===== config.mk =====
export PLATFORM = sky130hd
export DESIGN_NAME = vfd_freq_ramp_ctrl
export DESIGN_NICKNAME = d
export VERILOG_FILES = /design/src/rtl/vfd_ctrl_pkg.sv /design/src/rtl/vfd_tick_gen.sv /design/src/rtl/vfd_freq_ramp_ctrl.sv
export SDC_FILE = /design/constraint.sdc
export NUM_CORES = 1
export LEC_CHECK = 0
export ABC_AREA = 0
export BUFFER_PORTS_ARGS = -buffer_cell sky130_fd_sc_hd__buf_2
export CAP_MARGIN = 20
export CORE_AREA = 2 2 140 142
export CTS_BUF_LIST = sky130_fd_sc_hd__clkbuf_8
export DETAILED_ROUTE_END_ITERATION = 8
export DIE_AREA = 0 0 142 144
export PLACE_DENSITY = 0.69
export SETUP_SLACK_MARGIN = 0.15
export SKIP_CTS_REPAIR_TIMING = 1
export SYNTH_ARGS = -nofsm -noshare
export SYNTH_HDL_FRONTEND = slang
export SYNTH_HIERARCHICAL = 1
export SYNTH_SLANG_ARGS = --single-unit

===== constraint.sdc =====
create_clock -name clk_in -period 7.25 [get_ports clk_in]
set_input_delay 1.45 -clock clk_in [delete_from_list [all_inputs] [get_ports clk_in]]
set_output_delay 1.45 -clock clk_in [all_outputs]
set_load 0.05 [all_outputs]

===== src/rtl/vfd_ctrl_pkg.sv =====
// Shared state encoding and configuration reset defaults for the VFD frequency ramp controller.
package vfd_ctrl_pkg;

    typedef enum logic [1:0] {
        IDLE  = 2'd0,
        RAMP  = 2'd1,
        HOLD  = 2'd2,
        DECEL = 2'd3
    } state_e;

    localparam int unsigned RST_STEP   = 1;
    localparam int unsigned RST_PERIOD = 0;

endpackage


===== src/rtl/vfd_tick_gen.sv =====
// Programmable divider: one-cycle tick every cur_div cycles and a toggling clock that parks low.
module vfd_tick_gen #(
    parameter int unsigned DIV_W = 16
) (
    input  logic             clk_in,
    input  logic             reset_n,
    input  logic             run,
    input  logic [DIV_W-1:0] cur_div,
    output logic             tick_out,
    output logic             clk_out,
    output logic             last_tick_high
);

    logic [DIV_W-1:0] div_cnt_q, div_cnt_d;
    logic             tick_q, tick_d;
    logic             clk_q, clk_d;
    logic             wrap;

    // >= rather than == so a ratio that shrinks below the running count wraps at once
    assign wrap           = (div_cnt_q >= (cur_div - DIV_W'(1)));
    assign last_tick_high = run && wrap && clk_q;

    always_comb begin
        div_cnt_d = div_cnt_q;
        tick_d    = 1'b0;
        clk_d     = clk_q;
        if (!run) begin
            div_cnt_d = '0;
            clk_d     = 1'b0;
        end else if (wrap) begin
            div_cnt_d = '0;
            tick_d    = 1'b1;
            clk_d     = ~clk_q;
        end else begin
            div_cnt_d = div_cnt_q + DIV_W'(1);
        end
    end

    always_ff @(posedge clk_in or negedge reset_n) begin
        if (!reset_n) begin
            div_cnt_q <= '0;
            tick_q    <= 1'b0;
            clk_q     <= 1'b0;
        end else begin
            div_cnt_q <= div_cnt_d;
            tick_q    <= tick_d;
            clk_q     <= clk_d;
        end
    end

    assign tick_out = tick_q;
    assign clk_out  = clk_q;

endmodule


===== src/rtl/vfd_freq_ramp_ctrl.sv =====
// Soft-start/soft-stop controller: ramps the divide ratio toward a configured target and drives the tick generator.
module vfd_freq_ramp_ctrl
    import vfd_ctrl_pkg::*;
#(
    parameter int unsigned DIV_W     = 16,
    parameter int unsigned RAMP_W    = 16,
    parameter int unsigned START_DIV = 1000,
    parameter int unsigned MIN_DIV   = 2
) (
    input  logic              clk_in,
    input  logic              reset_n,
    input  logic              enable,
    input  logic              cfg_valid,
    output logic              cfg_ready,
    input  logic [DIV_W-1:0]  cfg_target_div,
    input  logic [DIV_W-1:0]  cfg_step,
    input  logic [RAMP_W-1:0] cfg_ramp_period,
    output logic              tick_out,
    output logic              clk_out,
    output logic [DIV_W-1:0]  cur_div,
    output logic              at_target,
    output logic              busy
);

    localparam logic [DIV_W-1:0] START_V = DIV_W'(START_DIV);
    localparam logic [DIV_W-1:0] MIN_V   = DIV_W'(MIN_DIV);

    state_e             state_q, state_d;
    logic [DIV_W-1:0]   cur_div_q, cur_div_d;
    logic [DIV_W-1:0]   target_q, target_d;
    logic [DIV_W-1:0]   step_q, step_d;
    logic [RAMP_W-1:0]  period_q, period_d;
    logic [RAMP_W-1:0]  ramp_cnt_q, ramp_cnt_d;
    logic [DIV_W-1:0]   cfg_tgt, goal, stepped;
    logic               cfg_fire, last_tick_high;

    assign cfg_ready = (state_q == IDLE) || (state_q == HOLD);
    assign cfg_fire  = cfg_valid && cfg_ready;
    assign busy      = (state_q != IDLE);
    assign at_target = (state_q == HOLD);
    assign cur_div   = cur_div_q;

    always_comb begin
        state_d    = state_q;
        cur_div_d  = cur_div_q;
        target_d   = target_q;
        step_d     = step_q;
        period_d   = period_q;
        ramp_cnt_d = ramp_cnt_q;
        cfg_tgt    = (cfg_target_div < MIN_V) ? MIN_V : cfg_target_div;
        goal       = enable ? target_q : START_V;

        // Saturating move toward goal; difference tested first so neither direction wraps
        if (cur_div_q > goal) begin
            stepped = ((cur_div_q - goal) < step_q) ? goal : cur_div_q - step_q;
        end else if (cur_div_q < goal) begin
            stepped = ((goal - cur_div_q) < step_q) ? goal : cur_div_q + step_q;
        end else begin
            stepped = cur_div_q;
        end

        if (cfg_fire) begin
            target_d = cfg_tgt;
            step_d   = (cfg_step == '0) ? DIV_W'(1) : cfg_step;
            period_d = cfg_ramp_period;
        end

        case (state_q)
            IDLE: begin
                cur_div_d  = START_V;
                ramp_cnt_d = '0;
                if (enable) begin
                    state_d = (target_q != START_V) ? RAMP : HOLD;
                end
            end
            RAMP, DECEL: begin
                if (ramp_cnt_q == period_q) begin
                    ramp_cnt_d = '0;
                    cur_div_d  = stepped;
                end else begin
                    ramp_cnt_d = ramp_cnt_q + RAMP_W'(1);
                end
                if (enable) begin
                    state_d = (cur_div_d == target_q) ? HOLD : RAMP;
                end else if ((state_q == DECEL) && (cur_div_q == START_V) && last_tick_high) begin
                    state_d    = IDLE;
                    cur_div_d  = START_V;
                    ramp_cnt_d = '0;
                end else begin
                    state_d = DECEL;
                end
            end
            HOLD: begin
                ramp_cnt_d = '0;
                if (!enable) begin
                    state_d = DECEL;
                end else if (cfg_fire && (cfg_tgt != cur_div_q)) begin
                    state_d = RAMP;
                end
            end
            default: state_d = IDLE;
        endcase
    end

    always_ff @(posedge clk_in or negedge reset_n) begin
        if (!reset_n) begin
            state_q    <= IDLE;
            cur_div_q  <= START_V;
            target_q   <= START_V;
            step_q     <= DIV_W'(RST_STEP);
            period_q   <= RAMP_W'(RST_PERIOD);
            ramp_cnt_q <= '0;
        end else begin
            state_q    <= state_d;
            cur_div_q  <= cur_div_d;
            target_q   <= target_d;
            step_q     <= step_d;
            period_q   <= period_d;
            ramp_cnt_q <= ramp_cnt_d;
        end
    end

    vfd_tick_gen #(
        .DIV_W (DIV_W)
    ) u_tick_gen (
        .clk_in         (clk_in),
        .reset_n        (reset_n),
        .run            (busy),
        .cur_div        (cur_div_q),
        .tick_out       (tick_out),
        .clk_out        (clk_out),
        .last_tick_high (last_tick_high)
    );

endmodule


Word-level counts from Yosys, hierarchy flattened
Cells that the tools add are included.

Flip-flop bits (word level): 100. Bits of input ports: 52. Output and inout port bits: 21. Word-level logic and storage cells: 78.

Add/sub/neg operators: 7. $lt $le $gt $ge: 6. Eq/ne operators: 11. Muxes and demuxes: 30. Bitwise gates (word level): 1. Reductions and logical operators: 14.

Operators by type and width (number): 16-bit 2-to-1 mux (16); 16-bit one-hot mux with 2 select lines (2); 16-bit < comparator (3); 16-bit subtractor (3); 16-bit by 1-bit adder with 16-bit output, second input constant (2); 16-bit equality test (2); 16-bit adder (1); 16-bit by 10-bit equality test with 1-bit output, second input constant (1); 16-bit >= comparator (1); 16-bit greater-than comparator (1); 16-bit logical NOT (1); 16-bit by 2-bit < comparator with 1-bit output, second input constant (1); 16-bit by 10-bit inequality test with 1-bit output, second input constant (1); 16-bit inequality test (1); 16-bit by 1-bit subtractor with 16-bit output, second input constant (1); 2-bit 2-to-1 mux (7); 1-bit logical AND (6); 2-bit one-hot mux with 3 select lines (1); 2-bit equality test, second input constant (2); 1-bit 2-to-1 mux (4); 2-bit inequality test, second input constant (2); 2-bit nonzero test (2); 2-bit OR reduction (2); 3-bit by 2-bit inequality test with 1-bit output, second input constant (1); 5 further kinds (5).

Depth between registers and ports, before layout
Depth after elaboration: 12. Gate-level depth with buffers: 29. Depth with buffers taken out: 26.

Hierarchy
Netlist, hierarchy kept.

Modules (own cells, without submodules): vfd_freq_ramp_ctrl (times used 1, cells each 1101, area an instance 8828.5 um^2, seq. area each 2068.2 um^2); vfd_tick_gen (times used 1, cells each 160, area an instance 1467.7 um^2, seq. area each 450.4 um^2).

Least setup slack after synthesis
Ideal clock, no wire load.

Path kind: input port to flip-flop. From: input enable. To: register state_q[1]. Library setup time: 0.078 ns. Data arrival time: 7.159 ns. Data required time: 7.172 ns. Path slack: 0.013 ns. Stages on the path: 28. Buffers on the path: 2. Cell sequence: clkbuf_1 clkbuf_1 nand2_1 inv_1 ha_1 inv_1 fa_1 a211oi_2 o21ai_2 o31ai_1 o21bai_1 a21oi_1 o21ai_0 a21o_1 a21oi_1 xnor2_1 ha_1 nand2_1 o21ai_0 a21oi_1 nand2_1 mux2i_1 o22ai_1 a2111o_1 a2111oi_2 nand4_1 or4_1 a21oi_1.

Cells in the longest elaborated chain, start to end: 12. Elaborated cells between the ends (all ways): 21. Those cells by class: add/sub (2); order compare (4); eq/ne (3); mux (11); reduce/logical (1).

RTL lines: start, declared (line vfd_freq_ramp_ctrl.sv:12) `input logic enable,`; 16-bit 2-to-1 mux (line vfd_freq_ramp_ctrl.sv:51) `goal = enable ? target_q : START_V;`; 16-bit subtractor (line vfd_freq_ramp_ctrl.sv:57) `stepped = ((goal - cur_div_q) < step_q) ? goal : cur_div_q + step_q;`; 16-bit < comparator (line vfd_freq_ramp_ctrl.sv:57); 16-bit 2-to-1 mux (line vfd_freq_ramp_ctrl.sv:57); 16-bit 2-to-1 mux (line vfd_freq_ramp_ctrl.sv:56) `end else if (cur_div_q < goal) begin`; 16-bit 2-to-1 mux (line vfd_freq_ramp_ctrl.sv:54) `if (cur_div_q > goal) begin`; 16-bit 2-to-1 mux (line vfd_freq_ramp_ctrl.sv:77) `if (ramp_cnt_q == period_q) begin`; 16-bit 2-to-1 mux (line vfd_freq_ramp_ctrl.sv:68) `case (state_q)`; 16-bit equality test (line vfd_freq_ramp_ctrl.sv:84) `state_d = (cur_div_d == target_q) ? HOLD : RAMP;`; 2-bit 2-to-1 mux (line vfd_freq_ramp_ctrl.sv:84); 2-bit 2-to-1 mux (line vfd_freq_ramp_ctrl.sv:83) `if (enable) begin`; 2-bit one-hot mux with 3 select lines (line vfd_freq_ramp_ctrl.sv:68); end signal, assigned (line vfd_freq_ramp_ctrl.sv:114) `state_q <= state_d;`; end, declared (line vfd_freq_ramp_ctrl.sv:28) `state_e state_q, state_d;`.

Several ways; a longest one is shown, not always the timed one. The select of a mux whose other input is x is not followed. A chain may end at the register's enable or synchronous reset.

Worst setup path in the final report
Ends and elaborated chain as after synthesis.

==> flow_summary.json <==
{
  "rsz0062_at_grt": "no",
  "max_stage_delay_ps": 480,
  "cts.sinks": 100,
  "synth.area.top_cells": "dfrtp_1 21%, ha_1 13%, xnor2_1 6.4%",
  "peakVddDrop_mv": 0.157,
  "routed_via_density": 6.33,
  "synth_nets": 1424,
  "dr.pass1.iters": 5,
  "fin_setup_tns_ps": 0,
  "fp.coreArea_um2": 19100,
  "p_per_area_nw_per_um2": 256,
  "gp_congestion": 1.04,
  "power.switching_uw": 1410,
  "clk-insertion-delay-late_ps": 410,
  "antenna_found_initial": 0,
  "rows": 51,
  "final_util_pct": 59.7,
  "async_reset_ff_share_pct": 100,
  "cts_root_buffer": "clkbuf_8",
  "maxCapViolCount": 0,
  "synthCells": 1261,
  "final_cells": 1582,
  "synth_top_cell_area_share_pct": 21.1,
  "grtUsageMet1_pct": 46.8,
  "start_kind": "input pin",
  "start_util_pct": 54.0,
  "syn_area_per_cell_um2": 8.17,
  "grt_pass1_vias": 9443,
  "vias": 10015,
  "ys_seq_elements": 100,
  "dpl.hpwl_mm": 27.2,
  "cp_common_cell": "a21oi_1",
  "drtAntennaViolNets": 0,
  "area_delta_synth_final_pct": 10.7,
  "grtUsageTotal_pct": 34.1,
  "max_freq_mhz": 147,
  "grt_overflow_total": 0,
  "avgRoutedWirePerCell_um": 21.8,
  "register_area_um2": 2520,
  "p_leak_uw": 0.00513,
  "gr-usage-met2_pct": 54.1,
  "antenna_cells": 0,
  "slew_violations": 0,
  "fin_area_um2": 11400,
  "worstSetupPathType": "in2reg",
  "clk_pin_slew_ps": 110,
  "drc": 0,
  "combPwrFrac_pct": 60.6,
  "grt_use_met3_pct": 5.99,
  "status": "finished clean",
  "wl_mm": 34.5,
  "finalCriticalPeriod_ps": 6810,
  "worstPathRequired_ps": 7580,
  "synth-edff-count": 0,
  "die_area_um2": 20400,
  "netSwitchingFraction_pct": 48.2,
  "tightestPinTransition_ps": 1110,
  "worstRegToRegCells": 25,
  "power.internal_uw": 1510,
  "final_nets": 1502,
  "hold_viol": 0,
  "cp-end-kind": "flip-flop",
  "finalCritPeriodShare_pct": 93.9,
  "yosys_warnings": 6,
  "post_dp_cell_area_um2": 11100,
  "grt_max_degree": 72,
  "critPathMaxFanout": 7,
  "p_seq_share_pct": 26.3,
  "io_pins": 73,
  "dominantRegCellSynth": "dfrtp_1",
  "clock_skew_ps": 18.9,
  "n_fill_cell": 1753,
  "grt_pass1_wl_mm": 53.7,
  "drtIter0Drc": 861,
  "drive_gt1_share_pct": 16.8,
  "synthesis.area_um2": 10300,
  "p_clk_share_pct": 13.1,
  "cts_buffers": 9,
  "synth.yosys.seq_area_share_pct": 24.5,
  "cts_tree": "built",
  "placement.io_buffers": 72,
  "ctsHtreeMaxLevel": 3,
  "multiInputGateArea_um2": 7300,
  "setup_viol": 0,
  "cts_buffer_depth": 2,
  "yosysTopAreaCell": "dfrtp_1",
  "busiest_layer": "met2",
  "slowest_stage": "a22oi_1",
  "relSlewSlack_pct": 26.0,
  "holdPathStages": 1,
  "hold_path_class": "reg2reg",
  "die_h_um": 144,
  "synth_cell_type_count": 85,
  "die_w_um": 142,
  "worstPathArrival_ps": 7130,
  "dp.cells": 1561
}
[worst max-delay path, delay by kind of cell]
kind | cells | cell delay [ps]
simple gates | 6 | 1490
compound gates | 13 | 2770
xor+xnor | 2 | 210
fa+ha+maj | 3 | 880
buf+inv | 3 | 320
[cell usage in the layout, fill, tap and decap left out, types with 27 or more instances in the layout]
cell type,count
buf_4,51
nand4_1,29
ha_1,108
o21ai_0,84
inv_1,82
mux2_2,27
xnor2_1,75
xor2_1,48
nor3_1,37
buf_2,71
nand2_1,106
nor2_1,103
nand3_1,38
a21oi_1,69
dfrtp_1,87
[metal layers]
layer | share of wire, % | vias to the layer above | routed length [um]
met5 | 0 | - | 0
met4 | 3.5 | 0 | 1200
met3 | 7.5 | 90 | 2590
met2 | 45 | 448 | 15400
met1 | 44 | 4781 | 15200
li1 | - | 4696 | -
[metrics by stage]
stage | power (uW) | worst slack (ps) | hold WS (ps)
after floorplan | 1910 | 162 | 484
after global placement | 2450 | 204 | 514
after detailed placement | 2460 | 9.89 | 519
after CTS | 2850 | 393 | 546
after global routing | 3110 | 147 | 557
final | 2920 | 442 | 540
[power by group through the flow]
stage	logic, uW	clock network, uW	registers [uW]
final	1770	383	768
after global routing	1930	409	779
after CTS	1700	391	764
after detailed placement	1690	0	775
after global placement	1680	0	775
after floorplan	1150	0	768
[cells by family (layout without fill, tap and decap cells)]
group,Yosys count,in the layout,synth area share (%)
flip-flops,100,100,24.5
XOR/XNOR,124,124,10.6
AO/OA/AOI/OAI,328,328,21.7
adder cells (fa/ha/maj),111,111,13.7
buffers and inverters,138,221,5.46
AND/OR/NAND/NOR,426,426,20.5
multiplexers,34,34,3.63
[path summary, 6_finish.rpt]
path | from | to | slack (ps)
min | period_q[14] | period_q[14] | 540
max | enable | state_q[1] | 440
min reg2reg | period_q[14] | period_q[14] | 540
max in group asynchronous | reset_n | target_q[14] | 5070
min in group asynchronous | reset_n | u_tick_gen/div_cnt_q[11] | 1090
max reg2reg | cur_div[5] | state_q[1] | 970
[sequential cells by signal, summed over array words and instances, names as in the netlist]
signal	cells
period_q	16
cur_div	16
u_tick_gen/clk_out	1
state_q	2
step_q	16
target_q	16
u_tick_gen/tick_out	1
ramp_cnt_q	16
u_tick_gen/div_cnt_q	16
[area by class of cell]
class,instances,area share [%]
tap,238,2.61
multi-input combinational,1023,64.1
sequential,100,22.1
timing repair buffer,123,6.65
clock buffer,9,1.09
inverter,82,2.70
clock inverter,7,0.801
[cell usage after synthesis (all sizes together) (4+ instances only)]
cell type,n
dfstp,13
nand2,106
o311ai,5
ha,108
buf,13
a211oi,17
nand2b,17
o21a,6
or4,6
and3,14
mux2i,7
a221o,4
o221ai,4
nand4,30
mux2,27
o31ai,5
o211a,5
a22o,4
nand3,39
a21bo,4
o21ai,91
nor3,37
xor2,48
o211ai,11
or2,5
dfrtp,87
xnor2,76
a21o,18
nor4,21
a31oi,7
clkbuf,43
nor2b,15
nor2,115
a21boi,10
a221oi,5
a2111oi,6
inv,82
a21oi,71
o22ai,13
o21bai,8
and2,4
a2bb2oi,4
No activity file was read; power rests on OpenSTA's default activity.
